<file path="config.mk">
export PLATFORM = sky130hd
export DESIGN_NAME = sec_min_counter
export DESIGN_NICKNAME = d
export VERILOG_FILES = /design/src/rtl/stopwatch_pkg.sv /design/src/rtl/bcd_mod60.sv /design/src/rtl/sec_min_counter.sv
export SDC_FILE = /design/constraint.sdc
export NUM_CORES = 1
export LEC_CHECK = 0
export CAP_MARGIN = 20
export CORE_ASPECT_RATIO = 1.1
export CORE_MARGIN = 1
export CORE_UTILIZATION = 50
export CTS_CLUSTER_SIZE = 10
export DETAILED_ROUTE_END_ITERATION = 10
export GPL_TIMING_DRIVEN = 0
export PLACE_DENSITY = 0.81
export SETUP_SLACK_MARGIN = 0.05
export SYNTH_ARGS = -nofsm -noshare
export SYNTH_HDL_FRONTEND = slang
export SYNTH_SLANG_ARGS = --single-unit
</file>
<file path="constraint.sdc">
create_clock -name clk -period 3.4 [get_ports clk]
set_input_delay 0.68 -clock clk [delete_from_list [all_inputs] [get_ports clk]]
set_output_delay 0.68 -clock clk [all_outputs]
set_load 0.05 [all_outputs]
</file>
<file path="src/rtl/stopwatch_pkg.sv">
// Shared types and constants for the MM:SS stopwatch: control states, BCD digit
// type, digit limits and the load clamp helper.
package stopwatch_pkg;

    typedef enum logic [1:0] {
        IDLE  = 2'd0,
        RUN   = 2'd1,
        PAUSE = 2'd2
    } sw_state_t;

    typedef logic [3:0] bcd_t;

    localparam int BCD_UNITS_MAX = 9;
    localparam int BCD_TENS_MAX  = 5;

    // Out-of-range load digits saturate at the digit's maximum instead of wrapping
    function automatic bcd_t clamp_bcd(input bcd_t value, input bcd_t limit);
        return (value > limit) ? limit : value;
    endfunction

endpackage

</file>
<file path="src/rtl/bcd_mod60.sv">
// Two-digit BCD mod-60 counter (00..59) with clear, clamped parallel load and
// a terminal-count carry that is only high on the enabled 59 -> 00 step.
module bcd_mod60
    import stopwatch_pkg::*;
(
    input  logic clk,
    input  logic rst_n,
    input  logic clr,
    input  logic en,
    input  logic load,
    input  bcd_t load_tens,
    input  bcd_t load_units,
    output bcd_t tens,
    output bcd_t units,
    output logic carry
);

    localparam bcd_t UNITS_MAX = bcd_t'(BCD_UNITS_MAX);
    localparam bcd_t TENS_MAX  = bcd_t'(BCD_TENS_MAX);

    assign carry = en && (units == UNITS_MAX) && (tens == TENS_MAX);

    // Priority inside a pair: clear, then load, then count
    always_ff @(posedge clk) begin
        if (!rst_n) begin
            tens  <= '0;
            units <= '0;
        end else if (clr) begin
            tens  <= '0;
            units <= '0;
        end else if (load) begin
            tens  <= clamp_bcd(load_tens, TENS_MAX);
            units <= clamp_bcd(load_units, UNITS_MAX);
        end else if (en) begin
            if (units == UNITS_MAX) begin
                units <= '0;
                tens  <= (tens == TENS_MAX) ? '0 : tens + bcd_t'(1);
            end else begin
                units <= units + bcd_t'(1);
            end
        end
    end

endmodule

</file>
<file path="src/rtl/sec_min_counter.sv">
// MM:SS stopwatch: start/stop button FSM (IDLE/RUN/PAUSE), two cascaded BCD
// mod-60 stages and a registered hour carry pulse on the 59:59 -> 00:00 step.
module sec_min_counter
    import stopwatch_pkg::*;
#(
    parameter logic TICK_ACTIVE = 1'b1
) (
    input  logic       clk,
    input  logic       rst_n,
    input  logic       tick,
    input  logic       start_stop,
    input  logic       clear,
    input  logic       set,
    input  logic       select,
    input  logic [3:0] set_tens,
    input  logic [3:0] set_units,
    output logic [3:0] sec_units,
    output logic [3:0] sec_tens,
    output logic [3:0] min_units,
    output logic [3:0] min_tens,
    output logic       hour_carry,
    output logic       running
);

    sw_state_t state;
    logic      start_q;
    logic      armed;
    logic      press;
    logic      tick_act;
    logic      count_en;
    logic      sec_carry;
    logic      min_carry;

    // armed stays low for the first edge after reset so a held button is not a press
    assign press    = start_stop & ~start_q & armed;
    assign tick_act = (tick == TICK_ACTIVE);
    assign count_en = tick_act & (state == RUN) & ~clear & ~set;

    bcd_mod60 u_sec (
        .clk        (clk),
        .rst_n      (rst_n),
        .clr        (clear),
        .en         (count_en),
        .load       (set & ~select),
        .load_tens  (set_tens),
        .load_units (set_units),
        .tens       (sec_tens),
        .units      (sec_units),
        .carry      (sec_carry)
    );

    bcd_mod60 u_min (
        .clk        (clk),
        .rst_n      (rst_n),
        .clr        (clear),
        .en         (sec_carry),
        .load       (set & select),
        .load_tens  (set_tens),
        .load_units (set_units),
        .tens       (min_tens),
        .units      (min_units),
        .carry      (min_carry)
    );

    always_ff @(posedge clk) begin
        if (!rst_n) begin
            state      <= IDLE;
            running    <= 1'b0;
            start_q    <= 1'b0;
            armed      <= 1'b0;
            hour_carry <= 1'b0;
        end else begin
            start_q    <= start_stop;
            armed      <= 1'b1;
            hour_carry <= min_carry;
            if (clear) begin
                state   <= IDLE;
                running <= 1'b0;
            end else if (press) begin
                unique case (state)
                    IDLE: begin
                        state   <= RUN;
                        running <= 1'b1;
                    end
                    RUN: begin
                        state   <= PAUSE;
                        running <= 1'b0;
                    end
                    PAUSE: begin
                        state   <= RUN;
                        running <= 1'b1;
                    end
                    default: begin
                        state   <= IDLE;
                        running <= 1'b0;
                    end
                endcase
            end
        end
    end

endmodule

</file>
==> results.sh <==
export IMPL_status="finished, final reports clean"
export IMPL_grt_pass1_wl_mm=4.24
export IMPL_critPathKind="input pin to flop"
export IMPL_postCtsHoldBufs=0
export IMPL_worstPathArrival_ns=2.77
export IMPL_drtPass1Iterations=4
export IMPL_yosys_register_bits=22
export IMPL_startpoint_type="input pin"
export IMPL_fin_cells=202
export IMPL_power_frac_seq=0.541
export IMPL_wl_per_cell_um=13.2
export IMPL_avgSynthCellArea_um2=8.66
export IMPL_busiest_layer="met2"
export IMPL_portBuffers=32
export IMPL_clockRootBuffer="clkbuf_4"
export IMPL_p_comb_frac=0.167
export IMPL_synthDistinctLibCells=32
export IMPL_antenna_left=0
export IMPL_fin_crit_ns=2.56
export IMPL_syn_cell_area_um2=1180
export IMPL_ff2ff_path_depth=5
export IMPL_cts_resized=0
export IMPL_leakage_nw=0.497
export IMPL_synth_area_top_cells="dfxtp_1 37%, xnor2_1 6.7%, a21oi_1 5.5%"
export IMPL_grt_util_met2=0.398
export IMPL_placed_area_um2=1540
export IMPL_cts_made_buffers=3
export IMPL_cts_tree="yes"
export IMPL_final_fill_count=173
export IMPL_slew_viol_final=0
export IMPL_grt_start_max_net_pins=13
export IMPL_first_global_vias=1011
export IMPL_antenna_cells=0
export IMPL_postLayoutCoreUtil=0.705
export IMPL_use_met1=0.288
export IMPL_grt_usage=0.235
export IMPL_gp_congestion=0.790
export IMPL_p_sw_frac=0.271
export IMPL_yosys_area_top_type="dfxtp_1"
export IMPL_cp_max_fo=10
export IMPL_io_pin_count=33
export IMPL_dp_cells=198
export IMPL_postSynthCellCount=136
export IMPL_antenna_found_initial=0
export IMPL_finalCritPeriodShare=0.753
export IMPL_h_tree_depth=1
export IMPL_vdd_drop_max_v=0.000245
export IMPL_routed_via_density=5.54
export IMPL_cts_sinks=22
export IMPL_tns_ns=0
export IMPL_die_w_um=48.3
export IMPL_coreArea_um2=2230
export IMPL_routed_wl_mm=2.66
export IMPL_required_ns=3.61
export IMPL_clk_pin_slew_worst_paths_ns=0.12
export IMPL_area_growth_pct=33.5
export IMPL_die_h_um=52.9
export IMPL_layout_commonest_cell="clkdlybuf4s50_1"
export IMPL_dieArea_um2=2550
export IMPL_min_path_type="flop to flop"
export IMPL_drive_above_1_share=0.0581
export IMPL_cts_setup_buffers=0
export IMPL_layout_common_cells="32 x clkdlybuf4s50_1, 22 x dfxtp_1, 13 x a21oi_1"
export IMPL_maxCapViolations=0
export IMPL_vias=1119
export IMPL_netlist_area_leader_share=0.374
export IMPL_power_frac_clock=0.292
export IMPL_initialDrtViolationCount=23
export IMPL_clk_path_buf_depth=2
export IMPL_syn_num_nets=151
export IMPL_overflow=0
export IMPL_worst_slew_pin_slew_ns=0.585
export IMPL_skew_ns=0.00429
export IMPL_detailedPlacementHpwl_mm=2.04
export IMPL_internal_power_mw=0.369
export IMPL_p_per_area_nw_per_um2=322
export IMPL_endpoint_kind="flop"
export IMPL_rows=18
export IMPL_drc_errors=0
export IMPL_clk_latency_ns=0.31
export IMPL_initial_core_util=0.528
export IMPL_hold_worst_slack_ns=0.463
export IMPL_fin_nets=188
export IMPL_ys_seq_area_frac=0.374
export IMPL_grt_util_met3=0.0375
export IMPL_power_switching_mw=0.137
export IMPL_worstHoldPathCells=1
export IMPL_synth_warnings=0
export IMPL_hold_violations=0
export IMPL_setup_viol=0
export IMPL_slew_headroom=0.607
export IMPL_rsz0062_at_grt="no"
export IMPL_fmax_ghz=0.391
export IMPL_final_area_um2=1570
layout make-up:
type                    count  area [µm²]  area share
well taps                  30        37.5      0.0239
clock buffers               4        36.3      0.0231
inverters                   4        15.0     0.00955
repair buffers             32         320       0.204
multi-input cells         107         711       0.452
plain buffers               3        11.3     0.00717
flip-flops and latches     22         440       0.280
Yosys cell counts, drive strengths merged:
cell,instances
a31oi,2
nand2,12
nor4,1
nand3b,1
clkbuf,3
a2111oi,1
nand4,2
a311o,1
a21oi,13
mux2i,4
a21o,1
nand3,5
nor4b,1
a211o,2
nor3,3
and3,2
nor2b,4
dfxtp,22
xnor2,9
nor3b,1
mux2,1
inv,4
nand2b,4
o21ai,12
a211oi,3
nand4b,2
and2,4
nand4bb,3
a311oi,1
nor2,12
power groups by stage:
stage                     Combinational (mW)  Clock (mW)  Sequential [mW]
after floorplan                       0.0302           0            0.296
after global placement                0.0830           0            0.279
after detailed placement              0.0842           0            0.280
after CTS                             0.0848       0.147            0.274
after global routing                  0.0920       0.158            0.276
final                                 0.0847       0.148            0.274
per-layer routing:
| layer | up-vias | part of all wire |
|---|---|---|
| met5 | - | 0 |
| met4 | 0 | 0.011 |
| met3 | 5 | 0.046 |
| met2 | 34 | 0.50 |
| met1 | 513 | 0.44 |
| li1 | 567 | - |
worst max-delay path: stages:
cell and delay, ns:
clkdlybuf4s50_1 0.49, nand4bb_4 0.26, nor4_4 0.58, and2_4 0.28
a311oi_1 0.11, a2111oi_2 0.38
flip-flops by register name, indices dropped and copies added, names as in the netlist:
| signal | count |
|---|---|
| armed | 1 |
| u_sec.units | 4 |
| running | 1 |
| u_min.units | 4 |
| start_q | 1 |
| hour_carry | 1 |
| state | 2 |
| u_min.tens | 4 |
| u_sec.tens | 4 |
kinds of logic (layout without fill, tap and decap cells):
group	Yosys count	after routing	synth area share
multiplexers	5	5	0.0436
AND/OR/NAND/NOR	57	57	0.307
buffers and inverters	7	43	0.0223
AO/OA/AOI/OAI	36	36	0.186
XOR/XNOR	9	9	0.0670
flip-flops	22	22	0.374
worst paths after layout:
check                              startpoint                    endpoint  slack [ns]
hold reg to reg    u_min.tens[3]$_SDFFE_PP0P_       hour_carry$_SDFF_PN0_        0.46
setup / recovery                          set  u_min.tens[2]$_SDFFE_PP0P_        0.84
hold / removal     u_min.tens[3]$_SDFFE_PP0P_       hour_carry$_SDFF_PN0_        0.46
setup reg to reg  u_sec.units[3]$_SDFFE_PP0P_  u_min.tens[2]$_SDFFE_PP0P_        1.35
per-stage QoR:
stage | power [mW] | setup WS (ns)
after floorplan | 0.326 | 1.26
after global routing | 0.526 | 0.728
final | 0.506 | 0.840
after CTS | 0.506 | 0.843
after global placement | 0.362 | 0.590
after detailed placement | 0.364 | 0.540
No activity file was read; power rests on OpenSTA's default activity.
==> variant: new RTL, config.mk and constraints unchanged <==
Make the reset (`rst_n`) asynchronous in 2 clocked blocks.
--- a/src/rtl/bcd_mod60.sv
+++ b/src/rtl/bcd_mod60.sv
@@ -21,7 +21,7 @@
     assign carry = en && (units == UNITS_MAX) && (tens == TENS_MAX);
 
     // Priority inside a pair: clear, then load, then count
-    always_ff @(posedge clk) begin
+    always_ff @(posedge clk or negedge rst_n) begin
         if (!rst_n) begin
             tens  <= '0;
             units <= '0;
--- a/src/rtl/sec_min_counter.sv
+++ b/src/rtl/sec_min_counter.sv
@@ -62,7 +62,7 @@
         .carry      (min_carry)
     );
 
-    always_ff @(posedge clk) begin
+    always_ff @(posedge clk or negedge rst_n) begin
         if (!rst_n) begin
             state      <= IDLE;
             running    <= 1'b0;
Behaviour: differs if rst_n is asserted again (counterexample within 4 cycles, from zero or initial values and one cycle with rst_n low); with rst_n held inactive, the same outputs for 10 cycles.
==> variant against the original RTL <==
- sequential cell count decreased by 1
- hold slack better by 0.11 ns
- routed wire length grew 19%
- cell area increased by 13%
- register-to-register slack better by 0.11 ns
- fmax is 8.9% higher
- global-route usage is 0.21 points lower
- area after synthesis up 18%
- worst setup slack better by 0.21 ns
Power is not compared: it rests on default switching activity, and its combinational part moved more than twofold at a synthesized area within 25%.
==> variant: results (changes against the original RTL) <==
Logic synthesis:
- For this run, the leading register cell type out of synthesis is sky130_fd_sc_hd__dfrtp_1.
- The post-synthesis compound-gate area fraction is 0.1794 (-0.006600).
- By area the synthesized netlist is led by sky130_fd_sc_hd__dfrtp_1, sky130_fd_sc_hd__ha_1, sky130_fd_sc_hd__mux2i_1, sky130_fd_sc_hd__nor2_1, sky130_fd_sc_hd__nand2_1.
- The xor/xnor share of the synthesized area is 0.006278 (-0.06067).
- The mux share of post-synthesis cell area came to 0.06009 (+0.01652).
- By count the netlist is led by sky130_fd_sc_hd__dfrtp_1, sky130_fd_sc_hd__nor2_1, sky130_fd_sc_hd__nand2_1, sky130_fd_sc_hd__ha_1, sky130_fd_sc_hd__inv_1.
- The fraction of synthesis flops using an asynchronous set or reset pin came to 1.000 (+1.000).
- The sequential fraction of the synthesis area is 0.3767 (+0.002611).

Routing:
- The number of DRC markers in iteration 0 was 26 (+13%).
- The detailed route wirelength on metal2 was 1.645 mm (+23%).
- The routed wire length is 3.151 mm (+19%).
- The met3 wirelength from detailed routing is 142 um (+17%).
- The via-per-instance ratio is 5.896 (+6.4%).
- The wire length on met1 was 1.324 mm (+13%).

Setup path:
- The worst reg-to-reg setup slack is 1.46 ns (+0.11 ns).
- The arrival time reported for the critical path endpoint came to 1.67 ns (-1.10 ns).
- The endpoint identified for the worst register-to-register timing path is u_min.units[0].
- The last element of the critical path is min_units[2].
- The worst flop-to-flop path startpoint is u_sec.units[1].
- The cell count of the worst reg-to-reg path is 6 (+1).
- On the critical path, the stage with the largest delay is an instance of sky130_fd_sc_hd__clkdlybuf4s50_1.
- Tracing the worst setup path back leads to its startpoint at u_min.units[2].

Cells and area:
- The share of post-route cells with drive strength above 1 was 0.07222 (+0.01408).
- The number of fillers in the final layout is 225 (+30%).
- The register cell area after layout is 525.5 um2 (+19%).
- The number of nets at the end of the flow is 204 (+8.5%).
- The count of inserted antenna diode cells was 0 (unchanged).

Hold path:
- The instance count along the most critical hold path was 2 (+1).
- The sink of the worst hold path is u_min.tens[3].
- The start point of the worst min-delay path is u_min.tens[3].

STA:
- The final worst clock skew was 0.004180 ns (-0.0001064 ns).
- The remaining max-slew budget at the tightest pin came to 0.3598 (-0.2473).
- The maximum clock frequency was 425.4 MHz (+8.9%).
- The worst hold margin is 0.5713 ns (+0.1084 ns).

Place:
- The pre-CTS worst setup slack came to 0.8511 ns (+0.3110 ns).
- The detailed-placement wirelength estimate came to 2.441 mm (+20%).

GRT:
- The global routing usage on met2 came to 0.4213 (+0.02356).
- The via count of the first global-routing pass is 1,236 (+22%).
- The met1 capacity usage during global routing is 0.2766 (-0.01097).
- The global-route wire length before repair is 5.278 mm (+24%).

Run status:
- The run finished with clean final reports.
==> variant: layout make-up <==
cell class / instances / share of cell area
repair buffers: 32 / 0.1798
plain buffers: 4 / 0.009129
inverters: 8 / 0.01685
clock inverters: 1 / 0.002809
clock buffers: 3 / 0.01264
flip-flops and latches: 21 / 0.2949
well taps: 31 / 0.02177
multi-input cells: 111 / 0.4621
==> variant: per-stage QoR <==
step	std cells	cell area, um2	power, uW	utilization
3_5_place_dp	207	1754	471.1	0.6832
2_1_floorplan	144	1395	397.9	-
4_1_cts	211	1782	597.3	0.6940
6_report	211	1782	589.8	0.6940
3_3_place_gp	207	1754	464.8	0.6832
5_1_grt	211	1782	623.1	0.6940
==> variant: power by group through the flow <==
stage | registers (uW) | logic, uW | clock network [uW]
after detailed placement | 292 | 179 | 0
after CTS | 288 | 179 | 130
after floorplan | 338 | 59.8 | 0
final | 288 | 178 | 124
after global placement | 291 | 174 | 0
after global routing | 291 | 192 | 140
